File: src/rtl/instr_fetch.sv
// Instruction-fetch stage: owns the PC, issues same-cycle instruction-memory requests and
// holds the fetched word with its PC in a one-entry buffer for decode.
module instr_fetch #(
    parameter logic [31:0] RESET_PC = 32'h0040_0000
) (
    input  logic        CLK,
    input  logic        RST,
    input  logic        stall,
    input  logic        redirect,
    input  logic [1:0]  pc_sel,
    input  logic [15:0] branch_imm,
    input  logic [25:0] jump_idx,
    input  logic [31:0] jr_addr,
    output logic        imem_req,
    output logic [31:0] imem_addr,
    input  logic        imem_ready,
    input  logic [31:0] imem_rdata,
    output logic [31:0] PCOut,
    output logic [31:0] instr,
    output logic        instr_valid
);

    typedef enum logic [1:0] {
        StBoot,
        StFetch,
        StFull
    } state_e;

    state_e      state_q;
    logic [31:0] pc_q;
    logic [31:0] pc_out_q;
    logic [31:0] instr_q;
    logic        valid_q;

    logic [31:0] pc_plus4;
    logic [31:0] pc_tgt;
    logic        accept;
    logic [1:0]  unused_jr_low;

    // Register-jump targets are forced word-aligned.
    assign unused_jr_low = jr_addr[1:0];

    // Redirect targets are relative to the buffered instruction, not to pc_q.
    always_comb begin
        pc_plus4 = pc_out_q + 32'd4;
        pc_tgt   = pc_plus4;
        unique case (pc_sel)
            2'b00: pc_tgt = pc_plus4;
            2'b01: pc_tgt = pc_plus4 + {{14{branch_imm[15]}}, branch_imm, 2'b00};
            2'b10: pc_tgt = {pc_plus4[31:28], jump_idx, 2'b00};
            2'b11: pc_tgt = {jr_addr[31:2], 2'b00};
            default: pc_tgt = pc_plus4;
        endcase
    end

    always_comb begin
        imem_req = 1'b0;
        unique case (state_q)
            StBoot:  imem_req = 1'b0;
            StFetch: imem_req = !redirect;
            StFull:  imem_req = !stall && !redirect;
            default: imem_req = 1'b0;
        endcase
    end

    assign accept = imem_req && imem_ready;

    always_ff @(posedge CLK) begin
        if (RST) begin
            state_q  <= StBoot;
            pc_q     <= RESET_PC;
            pc_out_q <= RESET_PC;
            instr_q  <= 32'd0;
            valid_q  <= 1'b0;
        end else begin
            unique case (state_q)
                StBoot: begin
                    state_q <= StFetch;
                end
                StFetch, StFull: begin
                    if (redirect) begin
                        pc_q    <= pc_tgt;
                        valid_q <= 1'b0;
                        state_q <= StFetch;
                    end else if (accept) begin
                        instr_q  <= imem_rdata;
                        pc_out_q <= pc_q;
                        pc_q     <= pc_q + 32'd4;
                        valid_q  <= 1'b1;
                        state_q  <= StFull;
                    end else if (state_q == StFull && !stall) begin
                        // Buffer consumed but no refill arrived.
                        valid_q <= 1'b0;
                        state_q <= StFetch;
                    end
                end
                default: begin
                    state_q <= StBoot;
                end
            endcase
        end
    end

    assign imem_addr   = pc_q;
    assign PCOut       = pc_out_q;
    assign instr       = instr_q;
    assign instr_valid = valid_q;

endmodule

File: config.mk
export PLATFORM = sky130hd
export DESIGN_NAME = instr_fetch
export DESIGN_NICKNAME = d
export VERILOG_FILES = /design/src/rtl/instr_fetch.sv
export SDC_FILE = /design/constraint.sdc
export NUM_CORES = 1
export LEC_CHECK = 0
export BUFFER_PORTS_ARGS = -buffer_cell sky130_fd_sc_hd__buf_4
export CAP_MARGIN = 15
export CORE_ASPECT_RATIO = 0.7
export CORE_MARGIN = 8
export CORE_UTILIZATION = 45
export DETAILED_ROUTE_END_ITERATION = 16
export PLACE_DENSITY = 0.73
export SKIP_CTS_REPAIR_TIMING = 1
export SKIP_LAST_GASP = 1
export SLEW_MARGIN = 20
export SYNTH_ARGS = -nofsm -noshare
export SYNTH_HDL_FRONTEND = slang
export SYNTH_SLANG_ARGS = --single-unit
export TNS_END_PERCENT = 30
File: constraint.sdc
create_clock -name CLK -period 3.9 [get_ports CLK]
set_clock_uncertainty 0.15 [all_clocks]
set_input_delay 0.39 -clock CLK [delete_from_list [all_inputs] [get_ports CLK]]
set_output_delay 0.39 -clock CLK [all_outputs]
set_load 0.1 [all_outputs]
==> results by group <==
STA
  – Final setup viols: 0
  – Fin. max-slew vios: 0
  – Period Utilization, post-route: 0.952
  – Final number of hold-violating endpoints: 0
  – Worst slew margin relative to its limit: 0.481
  – Final worst slack: 0.189 ns
  – Highest achievable clock rate: 0.269 GHz
  – Slew @ Worst Pin: 0.778 ns
  – Clock period minus worst slack: 3.71 ns

Critical path
  – Largest fanout on the critical path: 6
  – Number of cells on the worst reg-to-reg path: 14
  – Required time at the endpoint of the critical path: 3.96 ns
  – Worst path arrival time: 3.78 ns
  – Kind of critical path: flip-flop to flip-flop
  – Type of origin of the critical path: flip-flop
  – Capturing element type of the critical path: flip-flop

Placed design
  – Weighted congestion reported at the end of routability-driven placement: 0.959
  – Worst-case setup slack after placement: -0.0614 ns
  – IO Port Bufs: 208
  – Sum of net half-perimeters after detailed placement: 21.3 mm
  – Dpl cell area: 9450 um2

CTS
  – Worst skew pair latency: 0.35 ns
  – Bufs on Longest Clock Path: 2
  – Number of CTS-inserted buffers: 9
  – H-tree levels: 3
  – Clock tree from TritonCTS: yes
  – Clock transition time at the flip-flop clock pins of the worst setup and hold paths: 0.08 ns
  – Clock sink total: 99
  – Root buf cell: sky130_fd_sc_hd__clkbuf_16

Synthesis
  – Yosys Warn Count: 0
  – Gate count after technology mapping: 985
  – FFs w/ async S/R, synth: 0
  – Number of distinct library cells after synthesis: 71
  – Sequential cell area fraction in the yosys report: 0.267
  – Number of synthesized register bits: 99
  – Synth Flop Type: sky130_fd_sc_hd__dfxtp_1
  – Syn avg cell area: 7.52 um2
  – Number of enable flip-flop cells after synthesis: 0
  – Syn nets: 1,139
  – Mapped cell area: 7410 um2
  – Synth top area share: 0.267
  – Top cells by area in the synthesized netlist: sky130_fd_sc_hd__dfxtp_1, sky130_fd_sc_hd__nand2_1, sky130_fd_sc_hd__a21oi_1
  – Biggest area consumer among synthesized cells: sky130_fd_sc_hd__dfxtp_1

GRT
  – Wire length of the first global-routing pass: 42.6 mm
  – Met1 track utilization from global routing: 0.346
  – GRT Util Overall: 0.256
  – Met2 track utilization from global routing: 0.392
  – Busiest layer in global routing: met2
  – Number of antenna violations at the first check in global routing: 0
  – Met3 layer usage reported by global route: 0.0820
  – Remaining global-route overflow: 0
  – Number of global-route vias before repair: 7,770
  – Maximum number of pins on one net before global-route repair: 72

Route
  – Post-DR vias/cell: 5.88
  – Drt initial violations: 933
  – First-pass iteration count of the detailed router: 7
  – Antenna Violating Nets Remaining: 0
  – Average detailed-routed wire length per instance: 19.5 um
  – Aggregate routed wire length: 27.7 mm
  – Final routed DRC violation total: 0
  – Via count: 8,349

Die
  – Die footprint: 20,900 um2
  – Die width: 169 um
  – Die span in y: 123 um
  – Starting Density: 0.457
  – Placeable core region: 16,200 um2
  – Top-level I/O count: 211
  – Number of rows in the core area: 39

Pwr
  – Power density over cell area: 282 nW/um2
  – Static leakage power: 4.25 nW
  – Combinational share of power: 0.288
  – Net switching share of the total power: 0.366
  – Net switching power: 1.02 mW
  – Sequential share of power: 0.393
  – Peak supply drop: 263 uV
  – Cell-internal power: 1.76 mW
  – Clock network power share: 0.319

Cells and area
  – Commonest non-fill, non-tap cell in the layout: sky130_fd_sc_hd__buf_4
  – Total Nets Final: 1,343
  – Relative area change from synthesis to final layout: 32.5%
  – Ratio of cells with drive above 1 in the final layout: 0.287
  – Footprint of the multi-input gates: 5210 um2
  – Number of filler instances in the final layout: 1,514
  – FF+latch area: 2030 um2
  – Highest-count cells in the layout ignoring fill and taps: sky130_fd_sc_hd__buf_4, sky130_fd_sc_hd__nand2_1, sky130_fd_sc_hd__a21oi_1, sky130_fd_sc_hd__dfxtp_1, sky130_fd_sc_hd__nor2_1
  – Post-route cell area: 9820 um2
  – Antenna Diode Count: 0

Run status
  – Result of the run: finished clean

Worst hold path
  – Hold Path Stages: 3
  – Worst hold path class: primary input to flip-flop

Flow run
  – Max-cap violation count: 0
kinds of logic after synthesis:
family | after synthesis | share of synthesized area
AO/OA/AOI/OAI | 290 | 0.252
XOR/XNOR | 47 | 0.0555
adder cells (fa/ha/maj) | 41 | 0.0702
buffers and inverters | 82 | 0.0427
flip-flops | 99 | 0.267
multiplexers | 34 | 0.0739
AND/OR/NAND/NOR | 392 | 0.238
flip-flops by register name (all words and copies together) (netlist names):
signal       cells
PCOut           32
instr           32
instr_valid      1
imem_addr       32
state_q          2
cell usage after synthesis, types with 4 or more instances:
cell and n:
sky130_fd_sc_hd__o21a_1 7, sky130_fd_sc_hd__nand2_1 189, sky130_fd_sc_hd__o21ai_1 9, sky130_fd_sc_hd__dfxtp_1 99, sky130_fd_sc_hd__a21o_1 25, sky130_fd_sc_hd__nor2_1 73, sky130_fd_sc_hd__or3_1 5, sky130_fd_sc_hd__buf_1 13
sky130_fd_sc_hd__nor2b_1 7, sky130_fd_sc_hd__mux4_2 16, sky130_fd_sc_hd__nand2b_1 4, sky130_fd_sc_hd__clkbuf_1 43, sky130_fd_sc_hd__a31oi_1 9, sky130_fd_sc_hd__mux2i_1 12, sky130_fd_sc_hd__o211ai_1 11, sky130_fd_sc_hd__a21oi_1 122
sky130_fd_sc_hd__nor4_1 4, sky130_fd_sc_hd__and4_1 7, sky130_fd_sc_hd__o22ai_1 8, sky130_fd_sc_hd__inv_1 17, sky130_fd_sc_hd__and3_1 19, sky130_fd_sc_hd__a221oi_1 4, sky130_fd_sc_hd__o21bai_1 5, sky130_fd_sc_hd__and2_1 7
sky130_fd_sc_hd__ha_1 40, sky130_fd_sc_hd__o21ai_0 31, sky130_fd_sc_hd__nor3_1 20, sky130_fd_sc_hd__a22oi_1 4, sky130_fd_sc_hd__nand3_1 32, sky130_fd_sc_hd__a211oi_1 10, sky130_fd_sc_hd__nand4_1 18, sky130_fd_sc_hd__xnor2_1 35
sky130_fd_sc_hd__xor2_1 12, sky130_fd_sc_hd__o31ai_1 4, sky130_fd_sc_hd__buf_2 7
power groups by stage:
stage               combinational [mW]  sequential, mW  clock, mW
floorplan                        0.302            1.32          0
global placement                 0.786            1.11          0
detailed placement               0.789            1.11          0
CTS                              0.792            1.09      0.898
global route                     0.844            1.09      0.945
finish                           0.800            1.09      0.884
layout make-up:
class,instances,share of cell area
clock buffers,9,0.0229
clock inverters,7,0.00688
inverters,19,0.00726
multi-input cells,804,0.531
flip-flops and latches,99,0.207
well taps,225,0.0287
repair buffers,256,0.197
worst max-delay path, cell delays in order (launching register included):
cell and delay (ns):
sky130_fd_sc_hd__dfxtp_4 0.36, sky130_fd_sc_hd__and4_4 0.27, sky130_fd_sc_hd__and3_1 0.18, sky130_fd_sc_hd__nand2_1 0.09
sky130_fd_sc_hd__xnor2_2 0.15, sky130_fd_sc_hd__ha_1 0.38, sky130_fd_sc_hd__a21o_1 0.20, sky130_fd_sc_hd__a21o_1 0.19
sky130_fd_sc_hd__a21oi_2 0.19, sky130_fd_sc_hd__o22ai_1 0.17, sky130_fd_sc_hd__a2111oi_4 0.36, sky130_fd_sc_hd__nor2_1 0.13
sky130_fd_sc_hd__or3_1 0.31, sky130_fd_sc_hd__a221oi_1 0.32, sky130_fd_sc_hd__o22ai_1 0.12
metal layers:
metal,part of all wire,vias to the layer above
met5,0,-
met4,0.018,0
met3,0.12,26
met2,0.44,435
met1,0.43,3913
li1,-,3975
final timing paths:
check                start            end  slack (ns)
max               PCOut[7]  imem_addr[25]        0.19
max reg2reg       PCOut[7]  imem_addr[25]        0.19
min          imem_rdata[5]       instr[5]        0.13
min reg2reg       instr[8]       instr[8]        0.31
per-stage QoR:
step                cells  hold slack [ns]  power [mW]   TNS, ns   util
floorplan             985            0.376        1.63         0      -
global placement     1403            0.292        1.90  -0.00198  0.583
detailed placement   1403            0.298        1.90   -0.0614  0.583
CTS                  1419            0.125        2.78   -0.0998  0.601
global route         1419            0.124        2.88   -0.0387  0.606
finish               1419            0.132        2.77         0  0.606
Power figures use the tool's default switching activity.
